==> config.mk <==
export PLATFORM = sky130hd
export DESIGN_NAME = clk_en_sched
export DESIGN_NICKNAME = d
export VERILOG_FILES = /design/src/rtl/clk_en_sched.sv
export SDC_FILE = /design/constraint.sdc
export NUM_CORES = 1
export LEC_CHECK = 0
export BUFFER_PORTS_ARGS = -buffer_cell sky130_fd_sc_hd__buf_2
export CORE_MARGIN = 2
export CORE_UTILIZATION = 50
export CTS_BUF_LIST = sky130_fd_sc_hd__clkbuf_4 sky130_fd_sc_hd__clkbuf_8
export DETAILED_ROUTE_END_ITERATION = 6
export HOLD_SLACK_MARGIN = 0.12
export PLACE_DENSITY_LB_ADDON = 0.08
export SETUP_SLACK_MARGIN = 0.15
export SYNTH_ARGS = -nofsm -noshare
export SYNTH_HDL_FRONTEND = slang
export SYNTH_SLANG_ARGS = --single-unit
==> constraint.sdc <==
create_clock -name clk -period 3.9 [get_ports clk]
set_input_delay 0.78 -clock clk [delete_from_list [all_inputs] [get_ports clk]]
set_output_delay 0.78 -clock clk [all_outputs]
set_load 0.05 [all_outputs]
==> src/rtl/clk_en_sched.sv <==
// Two-channel clock-enable scheduler: per-channel period/high waveform with tick pulses,
// shadowed config updates at period boundaries. Optional start delay via macro PHASE_OFFSET_EN.
module clk_en_sched #(
    parameter int CNT_W = 8
) (
    input  logic             clk,
    input  logic             rst,
    input  logic             en,
    input  logic             cfg_valid,
    output logic             cfg_ready,
    input  logic             cfg_ch,
    input  logic [CNT_W-1:0] cfg_period,
    input  logic [CNT_W-1:0] cfg_high,
`ifdef PHASE_OFFSET_EN
    input  logic [CNT_W-1:0] cfg_phase,
`endif
    output logic             out0,
    output logic             out1,
    output logic             tick0,
    output logic             tick1,
    output logic             busy
);

`ifdef PHASE_OFFSET_EN
    typedef enum logic [1:0] {IDLE = 2'd0, PHASE = 2'd1, RUN = 2'd2} state_t;
`else
    typedef enum logic [1:0] {IDLE = 2'd0, RUN = 2'd2} state_t;
`endif

    localparam logic [CNT_W-1:0] ZERO = {CNT_W{1'b0}};
    localparam logic [CNT_W-1:0] ONE  = CNT_W'(1);

    state_t           state_r   [2];
    state_t           state_s   [2];
    logic [CNT_W-1:0] cnt_r     [2];
    logic [CNT_W-1:0] cnt_s     [2];
    logic [CNT_W-1:0] per_r     [2];
    logic [CNT_W-1:0] per_s     [2];
    logic [CNT_W-1:0] high_r    [2];
    logic [CNT_W-1:0] high_s    [2];
    logic [CNT_W-1:0] sh_per_r  [2];
    logic [CNT_W-1:0] sh_high_r [2];
`ifdef PHASE_OFFSET_EN
    logic [CNT_W-1:0] ph_r      [2];
    logic [CNT_W-1:0] ph_s      [2];
    logic [CNT_W-1:0] sh_ph_r   [2];
`endif
    logic [1:0]       pend_r;
    logic [1:0]       pend_s;
    logic [1:0]       load_s;
    logic [1:0]       out_r;
    logic [1:0]       out_s;
    logic [1:0]       tick_r;
    logic [1:0]       tick_s;
    logic             busy_r;
    logic             busy_s;
    logic             accept_s;

    assign cfg_ready = ~pend_r[cfg_ch];
    assign accept_s  = cfg_valid & cfg_ready;

    assign out0  = out_r[0];
    assign out1  = out_r[1];
    assign tick0 = tick_r[0];
    assign tick1 = tick_r[1];
    assign busy  = busy_r;

    // Per-channel next-state, counter, config load and registered-output precompute
    always_comb begin
        for (int ch = 0; ch < 2; ch++) begin
            state_s[ch] = state_r[ch];
            cnt_s[ch]   = cnt_r[ch];
            per_s[ch]   = per_r[ch];
            high_s[ch]  = high_r[ch];
`ifdef PHASE_OFFSET_EN
            ph_s[ch]    = ph_r[ch];
`endif
            pend_s[ch]  = pend_r[ch];
            load_s[ch]  = 1'b0;
            case (state_r[ch])
                IDLE: begin
                    cnt_s[ch] = ZERO;
                    if (pend_r[ch]) begin
                        load_s[ch] = 1'b1;
                    end else if (en && (per_r[ch] != ZERO)) begin
`ifdef PHASE_OFFSET_EN
                        state_s[ch] = (ph_r[ch] != ZERO) ? PHASE : RUN;
`else
                        state_s[ch] = RUN;
`endif
                    end else begin
                        state_s[ch] = IDLE;
                    end
                end
`ifdef PHASE_OFFSET_EN
                PHASE: begin
                    if (!en) begin
                        state_s[ch] = IDLE;
                        cnt_s[ch]   = ZERO;
                    end else if (cnt_r[ch] == ph_r[ch] - ONE) begin
                        state_s[ch] = RUN;
                        cnt_s[ch]   = ZERO;
                    end else begin
                        cnt_s[ch]   = cnt_r[ch] + ONE;
                    end
                end
`endif
                RUN: begin
                    if (!en) begin
                        state_s[ch] = IDLE;
                        cnt_s[ch]   = ZERO;
                    end else if (cnt_r[ch] == per_r[ch] - ONE) begin
                        cnt_s[ch] = ZERO;
                        // Pending config takes effect exactly at the period boundary
                        if (pend_r[ch]) begin
                            load_s[ch]  = 1'b1;
                            state_s[ch] = (sh_per_r[ch] == ZERO) ? IDLE : RUN;
                        end else begin
                            state_s[ch] = RUN;
                        end
                    end else begin
                        cnt_s[ch] = cnt_r[ch] + ONE;
                    end
                end
                default: begin
                    state_s[ch] = IDLE;
                    cnt_s[ch]   = ZERO;
                end
            endcase
            if (load_s[ch]) begin
                per_s[ch]  = sh_per_r[ch];
                high_s[ch] = sh_high_r[ch];
`ifdef PHASE_OFFSET_EN
                ph_s[ch]   = sh_ph_r[ch];
`endif
                pend_s[ch] = 1'b0;
            end else begin
                pend_s[ch] = pend_r[ch];
            end
            if (accept_s && (cfg_ch == 1'(ch))) begin
                pend_s[ch] = 1'b1;
            end else begin
                pend_s[ch] = pend_s[ch];
            end
            out_s[ch]  = (state_s[ch] == RUN) && (cnt_s[ch] < high_s[ch]);
            tick_s[ch] = (state_s[ch] == RUN) && (cnt_s[ch] == ZERO);
        end
        busy_s = (state_s[0] != IDLE) || (state_s[1] != IDLE);
    end

    // State, counters, active/shadow config and output registers
    always_ff @(posedge clk) begin
        if (rst) begin
            for (int ch = 0; ch < 2; ch++) begin
                state_r[ch]   <= IDLE;
                cnt_r[ch]     <= ZERO;
                per_r[ch]     <= ZERO;
                high_r[ch]    <= ZERO;
                sh_per_r[ch]  <= ZERO;
                sh_high_r[ch] <= ZERO;
`ifdef PHASE_OFFSET_EN
                ph_r[ch]      <= ZERO;
                sh_ph_r[ch]   <= ZERO;
`endif
            end
            pend_r <= 2'b00;
            out_r  <= 2'b00;
            tick_r <= 2'b00;
            busy_r <= 1'b0;
        end else begin
            for (int ch = 0; ch < 2; ch++) begin
                state_r[ch] <= state_s[ch];
                cnt_r[ch]   <= cnt_s[ch];
                per_r[ch]   <= per_s[ch];
                high_r[ch]  <= high_s[ch];
`ifdef PHASE_OFFSET_EN
                ph_r[ch]    <= ph_s[ch];
`endif
            end
            if (accept_s) begin
                sh_per_r[cfg_ch]  <= cfg_period;
                sh_high_r[cfg_ch] <= cfg_high;
`ifdef PHASE_OFFSET_EN
                sh_ph_r[cfg_ch]   <= cfg_phase;
`endif
            end
            pend_r <= pend_s;
            out_r  <= out_s;
            tick_r <= tick_s;
            busy_r <= busy_s;
        end
    end

endmodule
# After elaboration in Yosys (flattened, before gate mapping)

Memory sizes are Yosys's and may differ from the RTL's.
Index checks and enable logic that the tools add are counted.

$add $sub $neg: 4
Multipliers: 0
Divide/modulo/power cells: 0
Magnitude comparators: 3
Eq/ne operators: 6
Shift-type cells: 0
Mux-type cells: 58
Bitwise operators: 11
Reduce and logical (&&, ||, !) cells: 23

Operators by type and width:

| cell                                                | number |
|---|---|
| 2-to-1 mux 8 bit                                    | 18 |
| logical NOT 8 bit                                   | 4 |
| 2-to-1 mux 2 bit                                    | 14 |
| 2-to-1 mux 1 bit                                    | 22 |
| adder 8 x 1 -> 8 bit (second input constant)        | 2 |
| equality test 8 bit                                 | 2 |
| < comparator 8 bit                                  | 2 |
| nonzero test 8 bit                                  | 2 |
| OR reduction 8 bit                                  | 2 |
| subtractor 8 x 1 -> 8 bit (second input constant)   | 2 |
| equality test 2 bit (second input constant)         | 4 |
| logical AND 1 bit                                   | 8 |
| bitwise OR 1 bit                                    | 8 |
| case mux 2 bit (2 select lines)                     | 2 |
| nonzero test 2 bit                                  | 4 |
| logical NOT 2 bit                                   | 2 |
| case mux 1 bit (2 select lines)                     | 2 |
| < comparator 1 x 2 -> 1 bit (second input constant) | 1 |
| inverter 1 bit                                      | 2 |
| bitwise AND 1 bit                                   | 1 |
| logical OR 1 bit                                    | 1 |

Register bits: 7
Bits in latches: 0
RAM bits: 84
Bits in read-only memories: 0
Word-level logic and storage cells: 116
Memories kept: 6

Memories:

| name      | depth | width | rd ports | clocked after memory_dff | wr ports | line | text |
|---|---|---|---|---|---|---|---|
| cnt_r     | 2     | 8     | 2        | 0                        | 2        | 35   | `logic [CNT_W-1:0] cnt_r [2];` |
| high_r    | 2     | 8     | 2        | 0                        | 2        | 39   | `logic [CNT_W-1:0] high_r [2];` |
| per_r     | 2     | 8     | 2        | 0                        | 2        | 37   | `logic [CNT_W-1:0] per_r [2];` |
| sh_high_r | 2     | 8     | 2        | 0                        | 2        | 42   | `logic [CNT_W-1:0] sh_high_r [2];` |
| sh_per_r  | 2     | 8     | 2        | 0                        | 2        | 41   | `logic [CNT_W-1:0] sh_per_r [2];` |
| state_r   | 2     | 2     | 2        | 0                        | 2        | 33   | `state_t state_r [2];` |

# Depth between registers and ports, before layout

Depth in word-level cells: 9
Gate-level depth with buffers: 17

# Worst setup path before layout

OpenSTA, ideal clock, no wires.

Path kind: register to register
From: memory per_r[1][0], in the netlist per_r[0][8]
To: register out_r[1]
Library setup time: 70 ps
Data arrival time: 3,448 ps
Required time: 3,830 ps
Setup slack: 382 ps
Cell stages (with the launch flop): 18
Period minus slack after synthesis: 3,518 ps
Cell sequence: dfxtp_1 -> inv_1 -> ha_1 -> buf_1 -> o21ba_2 -> a221oi_1 -> a41oi_1 -> a211oi_2 -> a21oi_2 -> buf_2 -> mux2i_1 -> ha_1 -> a21oi_1 -> nor2_1 -> a211oi_1 -> nand2_1 -> a2111o_1 -> a21oi_1

RTL lines:

| element              | line | text |
|---|---|---|
| start, declared      | 37   |  |
| end signal, assigned | 188  | `out_r <= out_s;` |
| end, declared        | 51   | `logic [1:0] out_r;` |

==> impl_results.md <==
- R2R Setup Slk: 300 ps
- # rows: 35
- Metal2 WL: 4400 um
- Setup slack at placement: 185 ps
- Global-route wire length before repair: 16600 um
- Final TNS setup: 0 ps
- Vias/cell: 5.58
- Final core occ: 0.579
- Tot Pwr: 0.00200 W
- Post-synth top area share: 0.246
- Worst Hold Depth: 2
- Final setup fails: 0
- Yosys top cell by area: dfxtp_1
- # port buffers: 26
- Hold Slack: 491 ps
- Drt drc: 0
- CP Launch Type: register
- Post-Syn Area per Cell: 9.75 um^2
- First drt pass iteration count: 5
- Final hold violations: 0
- Multiplexer share of the synthesized area: 0.0420
- R2R cell count: 13
- WL final: 10000 um
- Worst-Skew Late Latency: 360 ps
- Post-synthesis adder-cell area fraction: 0.0522
- GRT overflow: 0
- Core Area: 9280 um^2
- Highest routed metal layer: met4
- Status: complete, no violations
- Max-slew violations: 0
- Final period util: 0.922
- Routed Antenna Nets: 0
- Slew HR: 0.469
- Diodes inserted: 0
- Yosys warnings: 0
- Crit path kind: register to register
- Largest net degree at the start of global routing: 49
- Clock Sink Count: 91
- CTS HTree Levels: 3
- Initial Util: 0.517
- Library cells used by synthesis: 62
- Main combinational cell family by area after synthesis: simple AND/OR/NAND/NOR gates
- Routed metal-1 wirelength: 5020 um
- PD cells: 373 nW/um^2
- CTS clk-pin slew, worst paths: 100 ps
- Synthesized flop and latch total: 91
- Main flop type after synthesis: dfxtp_1
- Post-synth EDFFs: 32
- Gp weighted congestion: 0.835
- Via Count: 3637
- Fillcell total: 839
- Most frequent cells in the layout: nor2_1, dfxtp_1, and2_1, edfxtp_1, buf_2
- Crit. End Element: register
- Maximum VDD drop: 0.204 mV
- Total Routing Usage GR: 0.201
- Area Overhead vs Synth: 12.1%
- CTS tree: done
- Share of cells above drive strength 1: 0.159
- Post-CTS Hold Fix Bufs: 0
- Xor/xnor share of the synthesized area: 0.0529
- Initial antenna violation count: 0
- 1st-iter DRT viols: 148
- CTS Buffer Depth: 2
- Seq/Total Area, Yosys: 0.446
- DIE HEIGHT: 102 um
- Max Cap Viol: 0
- I/O pins: 27
- Worst-Margin Slew: 793 ps
- Die W: 102 um
- Number of global-route vias before repair: 3424
- Syn Inst Count: 492
- Ys async rst share: 0
- Critical-path maximum fanout: 8
- FMAX: 278 MHz
- Clock buffer count from CTS: 9
- Die Area: 10400 um^2
- Leak pwr: 2.27 nW
- Post-route setup slack: 304 ps
- Leading post-synthesis cells by cell area: dfxtp_1, edfxtp_1, and2_1
- RSZ-0062 raised after global routing: yes
- WP data arrival: 3850 ps
- Hpwl dp: 7230 um
- Final Critical Period: 3600 ps
- Hold/Removal Path Class: register to register
- Metal3 WL: 389 um
- Clock Skew: 16.6 ps
- Post-Synth Simple-Gate Area: 0.239
- Clk root buf: clkbuf_8
- Required time worst endpoint: 4150 ps
- Fin nets: 559
- Synth Cell Area: 4800 um^2
- Synth Area in Compound Gates: 0.128
- WL per Instance: 15.4 um
-- worst max-delay path: stages (launching register included) --
cell and delay [ps]:
dfxtp_1 370, or4_4 570, or3_1 360, a211o_1 330, a311oi_4 300, buf_6 180
a21oi_4 90, nand3b_1 230, and2_1 160, ha_1 280, and4_1 230, o211ai_1 120
o2111ai_1 200, a21oi_1 60
-- cells by family after synthesis --
logic type / count (synthesis)
adders and majority gates: 20
buffers and inverters: 46
other: 1
and+or+nand+nor: 201
AOI/OAI and AO/OA: 84
muxes: 20
DFF: 91
xor gates and xnor gates: 29
-- path summary, 6_finish.rpt --
check / from / to
max: per_r[0][0]$_SDFFE_PP0N_ / out_r[0]$_SDFF_PP0_
min: high_r[0][7]$_SDFF_PP0_ / high_r[0][7]$_SDFF_PP0_
min reg2reg: high_r[0][7]$_SDFF_PP0_ / high_r[0][7]$_SDFF_PP0_
max reg2reg: per_r[0][0]$_SDFFE_PP0N_ / out_r[0]$_SDFF_PP0_
-- power by group --
group	total (W)	switching (W)	internal, W
logic	0.000178	0.000107	0.0000715
registers	0.00104	0.0000241	0.00102
clock network	0.000785	0.000353	0.000432
total	0.00200	0.000483	0.00152
-- metal layers --
| layer | track usage | vias up |
|---|---|---|
| met4 | 0.0708 | 0 |
| met1 | 0.297 | 1709 |
| li1 | - | 1813 |
| met5 | 0 | - |
| met2 | 0.300 | 93 |
| met3 | 0.0328 | 22 |
-- per-stage QoR --
stage	area (um^2)	std cells
5_1_grt	5380	652
3_5_place_dp	5040	628
4_1_cts	5290	645
6_report	5380	652
2_1_floorplan	4800	493
3_3_place_gp	5040	628
-- synth_stat cells, drive strengths merged (2+ instances only) --
library cell / n
and2: 40
nand3b: 9
xor2: 18
a31o: 2
nand3: 12
and3: 6
buf: 8
nand2: 22
a221oi: 2
o21bai: 4
a211oi: 4
a21oi: 20
nand4b: 6
o21ai: 13
nor2b: 3
or3: 4
clkbuf: 21
mux2i: 19
ha: 20
inv: 16
a41oi: 3
nor4b: 2
edfxtp: 32
o2111ai: 3
a211o: 2
nor3b: 2
nand4: 3
nor3: 16
nor4: 11
nand2b: 2
o21ba: 2
o211ai: 3
o21a: 6
o311ai: 6
and4: 2
xnor2: 11
nor2: 57
dfxtp: 59
a31oi: 7
or4: 2
-- registers in the layout (all words and copies together) (netlist names) --
signal / flops
cnt_r: 16
busy: 1
out_r: 2
high_r: 16
sh_high_r: 16
per_r: 16
pend_r: 2
tick_r: 2
sh_per_r: 16
state_r: 4
-- what timing repair did --
item / 4_1_cts / 5_1_grt
setup endpoints to repair: 1 / 2
cloned: 0 / 1
setup buffers: 1 / 6
pin swaps: 1 / 4
gates resized for setup: 0 / 7
-- final cells by class --
cell class              count  area, um^2  area share
flip-flops and latches     91        2140       0.399
repair buffers             42         267      0.0495
well taps                 129         161      0.0300
clock buffers               9         124      0.0230
multi-input cells         357        2500       0.464
inverters                  17        63.8      0.0119
clock inverters             7         121      0.0226
Note: power is estimated with default switching activity, not from simulation.
